`src/rtl/year_counter_bcd_if.sv`:
```
// Purpose: control and display bundle of the year counter.
//   enable/set_mode/abort/inc/dec/step_sel  : controller -> counter
//   year_bcd/year_bin/disp_bcd/leap_year/
//   wrap/in_set/committed                   : counter -> consumers
interface year_counter_bcd_if #(
  parameter int unsigned DIGITS = 4,
  parameter int unsigned BIN_W  = 14,
  parameter int unsigned SEL_W  = 2
);
  logic                  enable;
  logic                  set_mode;
  logic                  abort;
  logic                  inc;
  logic                  dec;
  logic [SEL_W-1:0]      step_sel;
  logic [4*DIGITS-1:0]   year_bcd;
  logic [BIN_W-1:0]      year_bin;
  logic [4*DIGITS-1:0]   disp_bcd;
  logic                  leap_year;
  logic                  wrap;
  logic                  in_set;
  logic                  committed;

  modport master (
    output enable, set_mode, abort, inc, dec, step_sel,
    input  year_bcd, year_bin, disp_bcd, leap_year, wrap, in_set, committed
  );

  modport slave (
    input  enable, set_mode, abort, inc, dec, step_sel,
    output year_bcd, year_bin, disp_bcd, leap_year, wrap, in_set, committed
  );
endinterface

```
`src/rtl/year_counter_bcd.sv`:
```
// Purpose: year register (BCD + binary) advanced by the yearly carry, with a
// shadow edit mode (decade inc/dec, commit, abort) and Gregorian leap flag.
// Ports: clk_1s, rst (async, active-high), bus (year_counter_bcd_if.slave).
module year_counter_bcd #(
  parameter int unsigned DIGITS   = 4,
  parameter int unsigned YEAR_MIN = 2025,
  parameter int unsigned YEAR_MAX = 2999,
  parameter int unsigned YEAR_RST = 2025,
  parameter int unsigned BIN_W    = 14,
  parameter int unsigned SEL_W    = 2
) (
  input  logic               clk_1s,
  input  logic               rst,
  year_counter_bcd_if.slave  bus
);

  localparam int unsigned BCD_W = 4 * DIGITS;

  // Elaboration-time conversion of the year constants to packed BCD.
  function automatic logic [BCD_W-1:0] to_bcd(input int unsigned v);
    int unsigned r;
    logic [BCD_W-1:0] res;
    r   = v;
    res = '0;
    for (int unsigned i = 0; i < DIGITS; i++) begin
      res[4*i +: 4] = 4'(r % 10);
      r = r / 10;
    end
    return res;
  endfunction

  localparam logic [BCD_W-1:0] MIN_BCD = to_bcd(YEAR_MIN);
  localparam logic [BCD_W-1:0] MAX_BCD = to_bcd(YEAR_MAX);
  localparam logic [BCD_W-1:0] RST_BCD = to_bcd(YEAR_RST);

  typedef enum logic [1:0] {ST_RUN, ST_SET, ST_COMMIT} state_t;

  // 10**e as a constant-table mux.
  function automatic int unsigned pow10(input int unsigned e);
    int unsigned k;
    int unsigned p;
    k = 1;
    p = 1;
    for (int unsigned i = 0; i < DIGITS; i++) begin
      if (i == e) p = k;
      k = k * 10;
    end
    return p;
  endfunction

  // Add one at digit pos with decimal carry ripple.
  function automatic logic [BCD_W-1:0] bcd_add(input logic [BCD_W-1:0] v, input int unsigned pos);
    logic [BCD_W-1:0] r;
    logic [4:0]       s;
    logic             c;
    r = '0;
    c = 1'b0;
    for (int unsigned i = 0; i < DIGITS; i++) begin
      s = {1'b0, v[4*i +: 4]} + {4'd0, (i == pos)} + {4'd0, c};
      if (s > 5'd9) begin
        r[4*i +: 4] = 4'(s - 5'd10);
        c = 1'b1;
      end else begin
        r[4*i +: 4] = s[3:0];
        c = 1'b0;
      end
    end
    return r;
  endfunction

  // Subtract one at digit pos with decimal borrow ripple.
  function automatic logic [BCD_W-1:0] bcd_sub(input logic [BCD_W-1:0] v, input int unsigned pos);
    logic [BCD_W-1:0] r;
    logic [4:0]       s;
    logic             b;
    r = '0;
    b = 1'b0;
    for (int unsigned i = 0; i < DIGITS; i++) begin
      s = {1'b0, v[4*i +: 4]} - {4'd0, (i == pos)} - {4'd0, b};
      if (s[4]) begin
        r[4*i +: 4] = 4'(s + 5'd10);
        b = 1'b1;
      end else begin
        r[4*i +: 4] = s[3:0];
        b = 1'b0;
      end
    end
    return r;
  endfunction

  function automatic logic [3:0] digit(input logic [BCD_W-1:0] v, input int unsigned idx);
    logic [3:0] d;
    d = 4'd0;
    for (int unsigned i = 0; i < DIGITS; i++) begin
      if (i == idx) d = v[4*i +: 4];
    end
    return d;
  endfunction

  // Two-digit divisible-by-4 test on BCD tens/units.
  function automatic logic div4(input logic [3:0] tens, input logic [3:0] units);
    if (tens[0]) return (units == 4'd2) || (units == 4'd6);
    return (units == 4'd0) || (units == 4'd4) || (units == 4'd8);
  endfunction

  state_t             state_q, state_d;
  logic [BCD_W-1:0]   live_bcd_q, live_bcd_d;
  logic [BIN_W-1:0]   live_bin_q, live_bin_d;
  logic [BCD_W-1:0]   shd_bcd_q, shd_bcd_d;
  logic [BIN_W-1:0]   shd_bin_q, shd_bin_d;
  logic [BCD_W-1:0]   disp_q, disp_d;
  logic               inc_q, inc_d, dec_q, dec_d;
  logic               wrap_q, wrap_d;
  logic               in_set_q, in_set_d;
  logic               committed_q, committed_d;

  logic               inc_rise, dec_rise;
  int unsigned        sel_e, step;
  logic [BCD_W-1:0]   live_nx_bcd, shd_nx_bcd, shd_up_bcd, shd_dn_bcd;
  logic [BIN_W-1:0]   live_nx_bin, shd_nx_bin, shd_up_bin, shd_dn_bin;
  logic               live_wraps, shd_wraps;

  // Next-state and datapath.
  always_comb begin
    state_d     = state_q;
    live_bcd_d  = live_bcd_q;
    live_bin_d  = live_bin_q;
    shd_bcd_d   = shd_bcd_q;
    shd_bin_d   = shd_bin_q;
    inc_d       = bus.inc;
    dec_d       = bus.dec;
    wrap_d      = 1'b0;

    inc_rise = bus.inc & ~inc_q;
    dec_rise = bus.dec & ~dec_q;
    sel_e    = (32'(bus.step_sel) < DIGITS) ? 32'(bus.step_sel) : 32'd0;
    step     = pow10(sel_e);

    live_wraps = (live_bin_q == BIN_W'(YEAR_MAX));
    if (live_wraps) begin
      live_nx_bcd = MIN_BCD;
      live_nx_bin = BIN_W'(YEAR_MIN);
    end else begin
      live_nx_bcd = bcd_add(live_bcd_q, 0);
      live_nx_bin = live_bin_q + BIN_W'(1);
    end

    shd_wraps = (shd_bin_q == BIN_W'(YEAR_MAX));
    if (shd_wraps) begin
      shd_nx_bcd = MIN_BCD;
      shd_nx_bin = BIN_W'(YEAR_MIN);
    end else begin
      shd_nx_bcd = bcd_add(shd_bcd_q, 0);
      shd_nx_bin = shd_bin_q + BIN_W'(1);
    end

    if (32'(shd_bin_q) + step > YEAR_MAX) begin
      shd_up_bcd = MIN_BCD;
      shd_up_bin = BIN_W'(YEAR_MIN);
    end else begin
      shd_up_bcd = bcd_add(shd_bcd_q, sel_e);
      shd_up_bin = BIN_W'(32'(shd_bin_q) + step);
    end

    if (32'(shd_bin_q) < YEAR_MIN + step) begin
      shd_dn_bcd = MAX_BCD;
      shd_dn_bin = BIN_W'(YEAR_MAX);
    end else begin
      shd_dn_bcd = bcd_sub(shd_bcd_q, sel_e);
      shd_dn_bin = BIN_W'(32'(shd_bin_q) - step);
    end

    if (bus.enable) begin
      live_bcd_d = live_nx_bcd;
      live_bin_d = live_nx_bin;
      wrap_d     = live_wraps;
    end

    case (state_q)
      ST_RUN: begin
        if (bus.set_mode) begin
          state_d   = ST_SET;
          shd_bcd_d = live_bcd_q;
          shd_bin_d = live_bin_q;
        end
      end
      ST_SET: begin
        if (bus.abort) begin
          state_d = ST_RUN;
        end else if (!bus.set_mode) begin
          // Live is loaded on the SET exit edge so the COMMIT cycle shows it.
          state_d = ST_COMMIT;
          if (bus.enable) begin
            live_bcd_d = shd_nx_bcd;
            live_bin_d = shd_nx_bin;
            wrap_d     = shd_wraps;
          end else begin
            live_bcd_d = shd_bcd_q;
            live_bin_d = shd_bin_q;
            wrap_d     = 1'b0;
          end
        end else if (inc_rise && !dec_rise) begin
          shd_bcd_d = shd_up_bcd;
          shd_bin_d = shd_up_bin;
        end else if (dec_rise && !inc_rise) begin
          shd_bcd_d = shd_dn_bcd;
          shd_bin_d = shd_dn_bin;
        end
      end
      ST_COMMIT: state_d = ST_RUN;
      default:   state_d = ST_RUN;
    endcase

    in_set_d    = (state_d == ST_SET);
    committed_d = (state_d == ST_COMMIT);
    disp_d      = in_set_d ? shd_bcd_d : live_bcd_d;
  end

  // State registers.
  always_ff @(posedge clk_1s or posedge rst) begin
    if (rst) begin
      state_q     <= ST_RUN;
      live_bcd_q  <= RST_BCD;
      live_bin_q  <= BIN_W'(YEAR_RST);
      shd_bcd_q   <= RST_BCD;
      shd_bin_q   <= BIN_W'(YEAR_RST);
      disp_q      <= RST_BCD;
      inc_q       <= 1'b1;
      dec_q       <= 1'b1;
      wrap_q      <= 1'b0;
      in_set_q    <= 1'b0;
      committed_q <= 1'b0;
    end else begin
      state_q     <= state_d;
      live_bcd_q  <= live_bcd_d;
      live_bin_q  <= live_bin_d;
      shd_bcd_q   <= shd_bcd_d;
      shd_bin_q   <= shd_bin_d;
      disp_q      <= disp_d;
      inc_q       <= inc_d;
      dec_q       <= dec_d;
      wrap_q      <= wrap_d;
      in_set_q    <= in_set_d;
      committed_q <= committed_d;
    end
  end

  logic [3:0] d0, d1, d2, d3;
  assign d0 = digit(live_bcd_q, 0);
  assign d1 = digit(live_bcd_q, 1);
  assign d2 = digit(live_bcd_q, 2);
  assign d3 = digit(live_bcd_q, 3);

  // Century years fall back to the upper two digits (/400 rule).
  assign bus.leap_year = ((d1 == 4'd0) && (d0 == 4'd0)) ? div4(d3, d2) : div4(d1, d0);
  assign bus.year_bcd  = live_bcd_q;
  assign bus.year_bin  = live_bin_q;
  assign bus.disp_bcd  = disp_q;
  assign bus.wrap      = wrap_q;
  assign bus.in_set    = in_set_q;
  assign bus.committed = committed_q;

endmodule

```
`src/flat_wrapper.sv`:
```
// flat-port wrapper written by rule: the top's interface ports become plain ports
module year_counter_bcd_flat 
#(
  parameter int unsigned DIGITS   = 4,
  parameter int unsigned YEAR_MIN = 2025,
  parameter int unsigned YEAR_MAX = 2999,
  parameter int unsigned YEAR_RST = 2025,
  parameter int unsigned BIN_W    = 14,
  parameter int unsigned SEL_W    = 2
)
  (clk_1s, rst, bus_enable, bus_set_mode, bus_abort, bus_inc, bus_dec, bus_step_sel, bus_year_bcd, bus_year_bin, bus_disp_bcd, bus_leap_year, bus_wrap, bus_in_set, bus_committed);
  year_counter_bcd_if #(.DIGITS(DIGITS), .BIN_W(BIN_W), .SEL_W(SEL_W)) bus_i ();
  input  logic clk_1s;
  input  logic rst;
  input wire logic [$bits(bus_i.enable)-1:0] bus_enable;
  input wire logic [$bits(bus_i.set_mode)-1:0] bus_set_mode;
  input wire logic [$bits(bus_i.abort)-1:0] bus_abort;
  input wire logic [$bits(bus_i.inc)-1:0] bus_inc;
  input wire logic [$bits(bus_i.dec)-1:0] bus_dec;
  input wire logic [$bits(bus_i.step_sel)-1:0] bus_step_sel;
  output wire logic [$bits(bus_i.year_bcd)-1:0] bus_year_bcd;
  output wire logic [$bits(bus_i.year_bin)-1:0] bus_year_bin;
  output wire logic [$bits(bus_i.disp_bcd)-1:0] bus_disp_bcd;
  output wire logic [$bits(bus_i.leap_year)-1:0] bus_leap_year;
  output wire logic [$bits(bus_i.wrap)-1:0] bus_wrap;
  output wire logic [$bits(bus_i.in_set)-1:0] bus_in_set;
  output wire logic [$bits(bus_i.committed)-1:0] bus_committed;
  assign bus_i.enable = bus_enable;
  assign bus_i.set_mode = bus_set_mode;
  assign bus_i.abort = bus_abort;
  assign bus_i.inc = bus_inc;
  assign bus_i.dec = bus_dec;
  assign bus_i.step_sel = bus_step_sel;
  assign bus_year_bcd = bus_i.year_bcd;
  assign bus_year_bin = bus_i.year_bin;
  assign bus_disp_bcd = bus_i.disp_bcd;
  assign bus_leap_year = bus_i.leap_year;
  assign bus_wrap = bus_i.wrap;
  assign bus_in_set = bus_i.in_set;
  assign bus_committed = bus_i.committed;
  year_counter_bcd #(.DIGITS(DIGITS), .YEAR_MIN(YEAR_MIN), .YEAR_MAX(YEAR_MAX), .YEAR_RST(YEAR_RST), .BIN_W(BIN_W), .SEL_W(SEL_W)) u_core (.clk_1s(clk_1s), .rst(rst), .bus(bus_i));
endmodule
```
`config.mk`:
```
export PLATFORM = sky130hd
export DESIGN_NAME = year_counter_bcd_flat
export DESIGN_NICKNAME = d
export VERILOG_FILES = /design/src/rtl/year_counter_bcd_if.sv /design/src/rtl/year_counter_bcd.sv /design/src/flat_wrapper.sv
export SDC_FILE = /design/constraint.sdc
export NUM_CORES = 1
export LEC_CHECK = 0
export ABC_CLOCK_PERIOD_IN_PS = 17800
export CAP_MARGIN = 0
export CORE_MARGIN = 2
export CORE_UTILIZATION = 60
export CTS_BUF_LIST = sky130_fd_sc_hd__clkbuf_16
export CTS_CLUSTER_DIAMETER = 30
export DETAILED_ROUTE_END_ITERATION = 10
export GPL_TIMING_DRIVEN = 0
export PLACE_DENSITY = 0.83
export SETUP_SLACK_MARGIN = 0.15
export SLEW_MARGIN = 20
export SYNTH_ARGS = -nofsm -noshare
export SYNTH_HDL_FRONTEND = slang
export SYNTH_SLANG_ARGS = --single-unit
```
`constraint.sdc`:
```
create_clock -name clk_1s -period 17.8 [get_ports clk_1s]
set_input_delay 3.56 -clock clk_1s [delete_from_list [all_inputs] [get_ports clk_1s]]
set_output_delay 3.56 -clock clk_1s [all_outputs]
set_load 0.02 [all_outputs]
```
==> metrics.txt <==
total number of vias=8804; sequential element share of the synthesized area=24.7%; Worst R2R Setup Slack=8.91 ns; CTS root buf=clkbuf_16; Hold Crit Start=u_core.bus.year_bin[3]; CP startpoint kind=primary input; critical path's most frequent cell=ha_1; first-pass GRT wire length=~44000 um; top cells by count, synth=nand2_1 (89), ha_1 (87), inv_1 (74); die area=between 0.015 and 0.02 sq mm; pin count of the biggest net entering global routing=54; CP Class=in2reg; row count=43; syn_nets=around 1200; Total Routed Length=28000 um; WHS Endpoint=u_core.shd_bin_q[3]; R2R Path End=u_core.bus.disp_bcd[14]; worst r2r src=u_core.shd_bcd_q[2]; Final Skew=0.0162 ns; top-count cell post-synth=nand2_1; FF+latch area=0.00211 sq mm; Peak VDD IR=0.0000917 V; CP endpoint kind=flop; number of CTS-inserted buffers=9; setup violators final=0; initial drt markers=1066; hold slack=0.581 ns; max-slew violations=0; Core Region=about 0.014 sq mm; routed len/inst=21.5 um; Avg Cell Area, Syn=8.16 sq um; post-synthesis sequential element count=83; setup_tns=0 ns; area of the multi-input gates=0.00593 sq mm; IO buf count=57; CP max stage delay=0.77 ns; Worst EP required=18.09 ns; gp weighted congestion=between 1 and 1.5; Tot GR Track Use=38.1%; Remaining DRCs=0; Antenna diodes=0; EDFF count, synth=0; Mapped Area=0.00856 sq mm; Final ANT Viol Nets=0; CTS resizes=0; CTS tree=yes; First-pass DRT Iterations=6; initial antenna violation count=0; Hold Vio Cnt, Final=0; total setup buffers inserted after CTS=0; Gate Count Post-Synth=1049; Initial Utilization=61.5%; Die H=between 100 and 150 um; pwr dens=about 200 mW/mm^2; htree depth=3; Slew @ Worst Pin=~1.2 ns; WP data arrival=11.87 ns; ys flop type=dfrtp_1; HPWL after detailed placement=~21000 um; Clock Sinks=83; Fillers=1147; Hold WC Path Type=reg2reg; Via density=approximately 6.8; Area contributors post-synth=dfrtp_1 (15%), ha_1 (13%), dfstp_2 (9.2%); Rel. slew slack=21.1%; nets@finish=1222; outcome=finished, final reports clean; Unique masters post-synth=80; Ports=~60; Synth top area share=15.5%; post-route clock period utilization=65.0%; CP max-delay cell=clkdlybuf4s50_1; power consumption=1.94 mW; clk slew on worst S/H paths=0.07 ns; Area Growth Syn to Fin=13.2%; worst hold stages=2; Period minus WS final=between 10 and 15 ns; total gr overflow=0; Pleak=a little over 4 nW; unrepaired setup endpoints after global routing=false; max-cap violations=0; Crit Path Max Fanout=10; Synth area leader=dfrtp_1; deepest clock path buffer count=2; layout cells sized above 1=7.48%; Worst Reg2Reg Path Length in Cells=38; vias in the first global route=8383; die extent in x=~120 um; fmax=86.4 MHz; Async SR Flop Fraction=between 90% and 100%; Worst-Skew Late Latency=0.37 ns; Hold Buf Count CTS=0; Synth warnings=0
[worst max-delay path: cells and delay by family]
family                   cells  cell delay, ns
multiplexers                 1            0.32
buffers and inverters        6            1.33
XOR/XNOR                     1            0.30
AO/OA/AOI/OAI               12            2.99
adder cells (fa/ha/maj)      9            2.72
AND/OR/NAND/NOR              5            0.61
[sequential cells by signal, summed over array words and instances (netlist names), 2 cells and up]
name / count
u_core.bus.disp_bcd: 16
u_core.bus.year_bcd: 16
u_core.shd_bcd_q: 16
u_core.bus.year_bin: 14
u_core.shd_bin_q: 14
u_core.state_q: 2
[worst max path at each step]
stage,end,startpoint,cells past startpoint
finish,u_core.bus.disp_bcd[13],bus_step_sel[1],34
global route,u_core.bus.disp_bcd[13],bus_step_sel[1],35
CTS,u_core.bus.disp_bcd[13],bus_step_sel[1],34
detailed placement,u_core.bus.disp_bcd[13],bus_step_sel[1],34
global placement,u_core.bus.disp_bcd[13],bus_step_sel[1],34
floorplan,u_core.bus.disp_bcd[13],bus_step_sel[1],33
[layout by cell type, fill, tap and decap left out, drive strengths merged, types with 14 or more instances in the layout]
cell type	count
a21oi	72
a22oi	25
a31oi	23
clkbuf	59
clkdlybuf4s50	57
dfrtp	53
dfstp	30
ha	87
inv	77
nand2	89
nand2b	21
nand3	32
nor2	68
nor2b	16
nor3	19
o21ai	61
o31ai	17
or3	14
xnor2	58
xor2	27
[metrics by stage]
| stage | utilization (%) | instances | cell area, sq um | worst slack (ns) |
|---|---|---|---|---|
| 5_1_grt | 69.6 | 1303 | 9700 | 5.68 |
| 2_1_floorplan | - | 1049 | 8560 | 8.18 |
| 3_5_place_dp | 67.4 | 1287 | 9390 | 6.13 |
| 6_report | 69.6 | 1303 | 9700 | 6.22 |
| 3_3_place_gp | 67.2 | 1286 | 9360 | 6.27 |
| 4_1_cts | 69.6 | 1303 | 9700 | 6.35 |
[area by class of cell]
class | count | share of cell area (%)
timing repair buffer | 58 | 6.17
clock buffer | 9 | 2.32
sequential | 83 | 21.8
multi-input combinational | 833 | 61.2
buffer | 58 | 2.43
inverter | 75 | 2.93
tap | 180 | 2.32
clock inverter | 7 | 0.839
[cell families after synthesis]
group / after synthesis / share of synthesized area (%)
xor+xnor: 85 / 8.69
compound gates: 327 / 26.1
fa+ha+maj: 95 / 14.6
mux: 21 / 2.64
buf+inv: 133 / 6.03
simple gates: 305 / 17.3
flops: 83 / 24.7
[metal layers]
metal  vias to the layer above  share of wire (%)  track usage [%]
met2                       532                 47             62.0
met3                       126                9.0             6.69
met1                      4175                 38             47.7
met5                         -                  0                0
li1                       3971                  -                -
met4                         0                5.8             21.1
[report_power, final]
| part | internal, mW | total, mW | switching [mW] |
|---|---|---|---|
| registers | 0.288 | 0.412 | 0.124 |
| logic | 0.541 | 1.33 | 0.792 |
| clock network | 0.100 | 0.199 | 0.0991 |
No activity file was read; power rests on OpenSTA's default activity.
